<file path="src/rtl/audio_pkg.sv">
// Shared audio types: sample width, signed sample type and I2S receiver states.
package audio_pkg;
  localparam int I2S_W = 16;
  typedef logic signed [I2S_W-1:0] sample_t;
  typedef enum logic [1:0] {SYNC, LEFT, RIGHT} i2s_rx_state_t;
endpackage

</file>
<file path="src/rtl/sync2.sv">
// Two-flop synchroniser for a single asynchronous input bit.
module sync2 (
  input  logic clk,
  input  logic rst_n,
  input  logic d,
  output logic q
);
  logic meta;

  always_ff @(posedge clk or negedge rst_n) begin
    if (!rst_n) begin
      meta <= 1'b0;
      q    <= 1'b0;
    end else begin
      meta <= d;
      q    <= meta;
    end
  end
endmodule

</file>
<file path="src/rtl/i2s_rx.sv">
// I2S slave receiver: oversamples sclk/lrclk/sdata and emits left/right sample pairs
// in the clk domain, with short-slot framing detection and lock indication.
module i2s_rx import audio_pkg::*; #(
  parameter int DATA_W   = I2S_W,
  parameter int MIN_BITS = 8
) (
  input  logic              clk,
  input  logic              reset_n,
  input  logic              sclk,
  input  logic              lrclk,
  input  logic              sdata,
  output logic [DATA_W-1:0] left_chan,
  output logic [DATA_W-1:0] right_chan,
  output logic              sample_valid,
  output logic              frame_err,
  output logic              locked
);
  localparam logic [5:0] DW6 = 6'(DATA_W);
  localparam logic [5:0] MB6 = 6'(MIN_BITS);

  logic [2:0] pin_a, pin_s;
  logic       sclk_s, ws_s, sd_s;
  logic       sclk_d, ws_prev;
  logic       tick, ws_edge;

  assign pin_a = {sclk, lrclk, sdata};
  for (genvar i = 0; i < 3; i++) begin : g_sync
    sync2 u_sync (.clk(clk), .rst_n(reset_n), .d(pin_a[i]), .q(pin_s[i]));
  end
  assign {sclk_s, ws_s, sd_s} = pin_s;

  assign tick    = sclk_s & ~sclk_d;
  assign ws_edge = tick & (ws_s != ws_prev);

  // Slot shifter: holds up to DATA_W bits right-aligned; cnt keeps counting past it.
  logic [DATA_W-1:0] shreg, shreg_app, word;
  logic [5:0]        cnt, cnt_app;

  always_comb begin
    shreg_app = (cnt < DW6) ? {shreg[DATA_W-2:0], sd_s} : shreg;
    cnt_app   = (cnt == 6'd63) ? cnt : cnt + 6'd1;
    word      = (cnt_app >= DW6) ? shreg_app : shreg_app << (DW6 - cnt_app);
  end

  always_ff @(posedge clk or negedge reset_n) begin
    if (!reset_n) begin
      sclk_d  <= 1'b0;
      ws_prev <= 1'b0;
      shreg   <= '0;
      cnt     <= '0;
    end else begin
      sclk_d <= sclk_s;
      if (tick) begin
        ws_prev <= ws_s;
        if (ws_edge) begin
          shreg <= '0;
          cnt   <= '0;
        end else begin
          if (cnt < DW6)     shreg <= {shreg[DATA_W-2:0], sd_s};
          if (cnt != 6'd63)  cnt   <= cnt + 6'd1;
        end
      end
    end
  end

  i2s_rx_state_t state, state_nxt;
  logic          do_hold, do_valid, do_err;
  logic          short_slot;

  assign short_slot = (cnt_app < MB6);

  always_ff @(posedge clk or negedge reset_n) begin
    if (!reset_n) state <= SYNC;
    else          state <= state_nxt;
  end

  // Every ws edge closes the slot of the previous ws level.
  always_comb begin
    state_nxt = state;
    do_hold   = 1'b0;
    do_valid  = 1'b0;
    do_err    = 1'b0;
    if (ws_edge) begin
      case (state)
        SYNC:  if (!ws_s) state_nxt = LEFT;
        LEFT: begin
          if (short_slot) begin
            do_err    = 1'b1;
            state_nxt = SYNC;
          end else begin
            do_hold   = 1'b1;
            state_nxt = RIGHT;
          end
        end
        RIGHT: begin
          if (short_slot) begin
            do_err    = 1'b1;
            state_nxt = SYNC;
          end else begin
            do_valid  = 1'b1;
            state_nxt = LEFT;
          end
        end
        default: state_nxt = SYNC;
      endcase
    end
  end

  logic [DATA_W-1:0] left_hold;

  always_ff @(posedge clk or negedge reset_n) begin
    if (!reset_n) begin
      left_hold    <= '0;
      left_chan    <= '0;
      right_chan   <= '0;
      sample_valid <= 1'b0;
      frame_err    <= 1'b0;
      locked       <= 1'b0;
    end else begin
      sample_valid <= do_valid;
      frame_err    <= do_err;
      if (do_hold) left_hold <= word;
      if (do_valid) begin
        left_chan  <= left_hold;
        right_chan <= word;
        locked     <= 1'b1;
      end
      if (do_err) locked <= 1'b0;
    end
  end
endmodule

</file>
<file path="config.mk">
export PLATFORM = sky130hd
export DESIGN_NAME = i2s_rx
export DESIGN_NICKNAME = d
export VERILOG_FILES = /design/src/rtl/audio_pkg.sv /design/src/rtl/sync2.sv /design/src/rtl/i2s_rx.sv
export SDC_FILE = /design/constraint.sdc
export NUM_CORES = 1
export LEC_CHECK = 0
export ABC_AREA = 0
export CELL_PAD_IN_SITES_DETAIL_PLACEMENT = 0
export CELL_PAD_IN_SITES_GLOBAL_PLACEMENT = 2
export CORE_MARGIN = 4
export CORE_UTILIZATION = 37
export CTS_BUF_LIST = sky130_fd_sc_hd__clkbuf_2
export DETAILED_ROUTE_END_ITERATION = 7
export PLACE_DENSITY = 0.8
export SLEW_MARGIN = 0
export SYNTH_ARGS = -nofsm -noshare
export SYNTH_HDL_FRONTEND = slang
export SYNTH_SLANG_ARGS = --single-unit
export TNS_END_PERCENT = 5
</file>
<file path="constraint.sdc">
create_clock -name clk -period 4.7 [get_ports clk]
set_input_delay 0.94 -clock clk [delete_from_list [all_inputs] [get_ports clk]]
set_output_delay 0.94 -clock clk [all_outputs]
set_load 0.02 [all_outputs]
</file>
### After elaboration in Yosys (flattened, before gate mapping)

Index checks and enable logic that the tools add are counted.

| operators by class | value |
|---|---|
| add/subtract/negate cells | 2 |
| order comparisons | 3 |
| equal/unequal tests | 6 |
| shift-type cells | 1 |
| multiplexer cells | 20 |
| bitwise operators | 3 |
| reduce and logical (&&, ||, !) cells | 6 |

Operators by type and width:

| kind | count |
|---|---|
| 16-bit two-way mux | 3 |
| 6-bit two-way mux | 3 |
| 16-bit by 6-bit << shifter with 16-bit output | 1 |
| 1-bit two-way mux | 11 |
| 6-bit by 1-bit adder with 6-bit output (second input constant) | 1 |
| 6-bit == test (second input constant) | 1 |
| 6-bit by 5-bit greater-or-equal comparator with 1-bit output (second input constant) | 1 |
| 6-bit by 4-bit less-than comparator with 1-bit output (second input constant) | 1 |
| 6-bit by 5-bit less-than comparator with 1-bit output (second input constant) | 1 |
| 6-bit inequality test (second input constant) | 1 |
| 2-bit case mux with 3 select lines | 1 |
| 5-bit by 6-bit subtractor with 6-bit output (first input constant) | 1 |
| 2-bit two-way mux | 2 |
| 2-bit AND reduction | 2 |
| 2-bit nonzero test | 2 |
| 1-bit bitwise AND | 2 |
| 2-bit by 1-bit == test with 1-bit output (second input constant) | 1 |
| 2-bit == test (second input constant) | 1 |
| 2-bit logical NOT | 1 |
| 2-bit inequality test (second input constant) | 1 |
| 2-bit OR reduction | 1 |
| 1-bit inequality test | 1 |
| 1-bit inverter | 1 |

| word-level totals | value |
|---|---|
| register bits after elaboration | 83 |
| input bits | 5 |
| output and inout bits | 35 |
| logic and storage cells | 58 |

### Longest topological paths before layout

Gate-level depths: netlist of run 1.

| logic depth | value |
|---|---|
| depth in word-level cells | 8 |
| gate-level depth with buffers | 14 |
| mapped depth without buffers | 12 |

### By module

Synthesis of run 1 repeated with hierarchy kept, for this count alone.

| unflattened totals | value |
|---|---|
| cell total of the unflattened synthesis | 588 |
| area, all modules | 5157.4 µm² |

Modules (own cells, without submodules):

| module | instances | cells each | area each (µm²) |
|---|---|---|---|
| i2s_rx | 1 | 582 | 5007.3 |
| sync2 | 3 | 2 | 50.0 |

### Worst setup path after synthesis of run 1

OpenSTA, ideal clock, no wires.

| timing path | value |
|---|---|
| path kind | register to register |
| start | reg cnt[0] |
| end | reg left_hold[15] |
| setup time | 0.132 ns |
| data arrival time | 3.094 ns |
| required time | 4.568 ns |
| setup slack | 1.474 ns |
| stages on the path, launching flop included | 13 |
| period minus slack after synthesis | 3.226 ns |
| cells stage by stage | dfrtp_1 ha_1 and2_1 buf_2 buf_4 buf_4 nand3_1 nand2_1 ha_1 clkbuf_1 mux4_2 a2111oi_2 o21ai_1 |

| between the ends | value |
|---|---|
| word-level cells in the longest chain between the ends | 6 |
| elaborated cells on any way between the ends | 13 |
| those cells by class | 2 x add/sub; 3 x order compare; 1 x eq/ne; 1 x shift; 6 x mux |

Ends and longest elaborated chain:

| item | line | RTL |
|---|---|---|
| start, declared | i2s_rx.sv:37 | `logic [5:0] cnt, cnt_app;` |
| start signal, assigned | i2s_rx.sv:60 | `if (cnt != 6'd63) cnt <= cnt + 6'd1;` |
| branches (longest 6 deep; another with 6-bit by 1-bit adder with 6-bit output) | - |  |
| end signal, assigned | i2s_rx.sv:122 | `if (do_hold) left_hold <= word;` |
| end, declared | i2s_rx.sv:109 | `logic [DATA_W-1:0] left_hold;` |

Parallel ways; which one is timed is not known.
A chain may end at the register's enable or synchronous reset.

### Final worst setup path of run 1

| timing path | value |
|---|---|
| start | reg cnt[1] |
| end | reg right_chan[13] |

| between the ends | value |
|---|---|
| word-level cells in the longest chain between the ends | 6 |
| elaborated cells on any way between the ends | 13 |
| those cells by class | 2 x add/sub; 3 x order compare; 1 x eq/ne; 1 x shift; 6 x mux |

Ends and longest elaborated chain:

| item | line | RTL |
|---|---|---|
| branches (longest 6 deep; another with 6-bit by 1-bit adder with 6-bit output) | - |  |
| end signal, assigned | i2s_rx.sv:125 | `right_chan <= word;` |
| end, declared | i2s_rx.sv:13 | `output logic [DATA_W-1:0] right_chan,` |

Parallel ways; which one is timed is not known.

==> out/qor.csv, run 1 <==
stage;metric;value;unit
floorplanning;full die area;15800;um^2
sta;Final Skew;0.0507;ns
logic_synthesis;Synth Flop Type;dfrtp_1;
global_routing;pin count of the biggest net entering global routing;50;
logic_synthesis;Avg Synthesized Cell Area;8.43;um^2
global_routing;first-pass GRT wire length;25.6;mm
power;Worst VDD drop;0.169;mV
drt;ANT nets after route;0;
global_routing;vias in the first global route;4378;
power;pwr dens;330;nW/um^2
setup_path;CP Launch Type;flop;
sta;Fmax;243;MHz
setup_path;Slowest Stage Delay on Critical Path;0.61;ns
floorplanning;# IOs;40;
drt;DR vias/cell;5.86;
floorplanning;Std-Cell Rows;42;
global_routing;GR Util All Layers;0.203;
cells_and_area;Area Overhead vs Synth;10.5;%
logic_synthesis;Synthesized Nets;620;
setup_path;worst path required time;5.19;ns
drt;DRT Pass-1 Iters;5;
sta;unrepaired setup endpoints after global routing;no;
sta;Hold Vio Cnt, Final;0;
drt;DR iter-0 viols;381;
clock_network;CTS Buffer Depth;2;
cells_and_area;Inserted Diodes;0;
clock_network;Root Driver;clkbuf_2;
cells_and_area;Nets;628;
sta;minimum clock period;4.11;ns
setup_path;Cell Chain, Critical Path;ha_1, nand2_2, o21ai_0, nand2_1, ha_1, xnor2_1, mux4_2, a221oi_1, a21oi_1;
sta;Slew Limit Headroom;0.241;
floorplanning;core area;13400;um^2
sta;period utilization;0.874;
logic_synthesis;number of synthesized flops with an enable pin;0;
logic_synthesis;sequential share of the synthesized area;0.404;
logic_synthesis;Synth Cell Area;5130;um^2
sta;post-route setup slack;0.593;ns
sta;setup tns final;0;ns
cells_and_area;share of post-route cells with drive strength above 1;0.0836;
clock_network;clock slew at reported path FFs;0.27;ns
setup_path;CP Capture Type;flop;
power;Leakage;2.28;nW
floorplanning;die height;126;um
logic_synthesis;Async SR Flop Fraction;1.00;
flow_run;max cap viols;0;
clock_network;Num CTS Buffers;9;
clock_network;CTS tree;built;
setup_path;CP arrival;4.60;ns
setup_path;buffers plus inverters on the worst setup path;0;
drt;drt wl/cell;19.5;um
clock_network;worst skew pair latency;0.63;ns
global_routing;initial antenna violation count;0;
placed_design;gpl congestion;0.927;
worst_hold_path;Worst Hold Class;input pin to asynchronous set/reset pin;
setup_path;Most Frequent Cell on Critical Path;ha_1;
clock_network;Max H-tree Level;3;
setup_path;reg-to-reg setup timing slack;0.59;ns
sta;Final setup violation count;0;
setup_path;slowest cell on the critical path;xnor2_1;
drt;total routed wirelength;15.6;mm
sta;Worst Tran Pin Value;1.14;ns
run_status;outcome;complete, no violations;
setup_path;Top delay family on crit path;compound AO/OA/AOI/OAI gates;
placed_design;# port buffers;39;
clock_network;clock sink total;83;
logic_synthesis;Gate Count Post-Synth;609;
floorplanning;Initial Util;0.383;
drt;DRC Markers;0;
setup_path;crit-path max FO;20;
placed_design;Setup WS pre-CTS;0.560;ns
setup_path;Setup CP Type;flop to flop;
logic_synthesis;flops & latches, synth;83;
cells_and_area;filler instances;1388;
logic_synthesis;Yosys cell types;71;
floorplanning;Die Width;126;um
placed_design;HPWL Detailed;11.1;mm
sta;Final Max Slew Viols;0;
drt;DR vias;4673;
clock_network;Post-CTS Setup Bufs;0;
logic_synthesis;Ys Warns;0;
global_routing;grt ovf;0;
==> what timing repair did <==
item                                   CTS  global route
hold buffers                             0             0
endpoints found under the hold margin    0             0
setup endpoints to repair                0             1
gates resized for setup                  0             1
==> cell usage after synthesis, types with 7 or more instances <==
cell type | number | area, um^2
o21ai_0 | 38 | 190
inv_1 | 7 | 26.3
buf_2 | 15 | 75.1
a211oi_1 | 13 | 97.6
a31oi_1 | 26 | 163
o211ai_1 | 14 | 105
dfrtp_1 | 83 | 2080
nand2b_1 | 7 | 43.8
mux2i_1 | 7 | 70.1
a21oi_1 | 42 | 210
nand3_1 | 20 | 100
a2111oi_0 | 7 | 61.3
a22o_1 | 15 | 131
clkbuf_1 | 30 | 113
nor2_1 | 36 | 135
nand2_1 | 116 | 435
nor3_1 | 10 | 50.1
==> registers in the layout (all words and copies together) (netlist names) <==
signal,count
cnt,6
frame_err,1
g_sync.u_sync.meta,3
g_sync.u_sync.q,3
left_chan,16
left_hold,16
locked,1
right_chan,16
sample_valid,1
sclk_d,1
shreg,16
state,2
ws_prev,1
==> through the flow <==
step | instance area (um^2) | cells | hold slack, ns | total power (W) | utilization
finish | 5670 | 798 | 0.268 | 0.00187 | 0.423
global route | 5670 | 798 | 0.249 | 0.00201 | 0.423
CTS | 5670 | 798 | 0.261 | 0.00188 | 0.423
detailed placement | 5570 | 782 | 0.338 | 0.00152 | 0.416
global placement | 5570 | 782 | 0.335 | 0.00152 | 0.416
floorplan | 5130 | 609 | 0.331 | 0.00133 | -
==> per-layer routing <==
layer  vias to the layer above  global-route usage  part of all wire
li1                       2234                   -                 -
met1                      2282               0.291              0.47
met2                       136               0.304              0.46
met3                        21              0.0521             0.055
met4                         0              0.0574             0.022
met5                         -                   0                 0
==> report_power, final <==
| group | switching, W | total, W | internal, W |
|---|---|---|---|
| clock network | 0.000271 | 0.000344 | 0.0000731 |
| registers | 0.0000382 | 0.000777 | 0.000739 |
| logic | 0.000477 | 0.000751 | 0.000274 |
==> cell usage in the layout (no fill, tap or decap), drive strengths merged, types with 9 or more instances in the layout <==
cell,count
a22o,15
nor3,10
o211ai,15
a31oi,26
a211oi,14
dfrtp,83
clkbuf,9
nor2,37
a21oi,42
nand3,21
o21ai,45
clkdlybuf4s50,38
nand2,117
buf,15
==> final timing paths <==
path | start | end | cells after the start
worst max-delay path | cnt[1] | right_chan[13] | 9
worst min-delay path | reset_n | shreg[12] | 1
worst max register to register | cnt[1] | right_chan[13] | 9
worst min register to register | g_sync[1].u_sync.meta | g_sync[1].u_sync.q | 0
max in group asynchronous | reset_n | left_hold[9] | 2
min in group clk | g_sync[1].u_sync.meta | g_sync[1].u_sync.q | 0
==> kinds of logic after synthesis <==
logic type	share of synthesized area
flops	0.404
fa+ha+maj	0.0146
compound gates	0.272
xor+xnor	0.00853
simple gates	0.205
buf+inv	0.0599
mux	0.0356
==> area by class of cell <==
type | instances | area [um^2] | area share
inverters | 8 | 33.8 | 0.00595
multi-input cells | 462 | 2750 | 0.485
clock buffers | 9 | 45.0 | 0.00794
repair buffers | 53 | 493 | 0.0869
well taps | 176 | 220 | 0.0388
flip-flops and latches | 83 | 2080 | 0.366
clock inverters | 7 | 52.6 | 0.00926
No activity file was read; power rests on OpenSTA's default activity.
==> run 2, diff against run 1 <==
- ABC_AREA: 0 -> unset
- SKIP_LAST_GASP: unset -> 1
==> results of run 2 <==
Same layout as run 1: the final DEF is identical, and so are final timing and power.
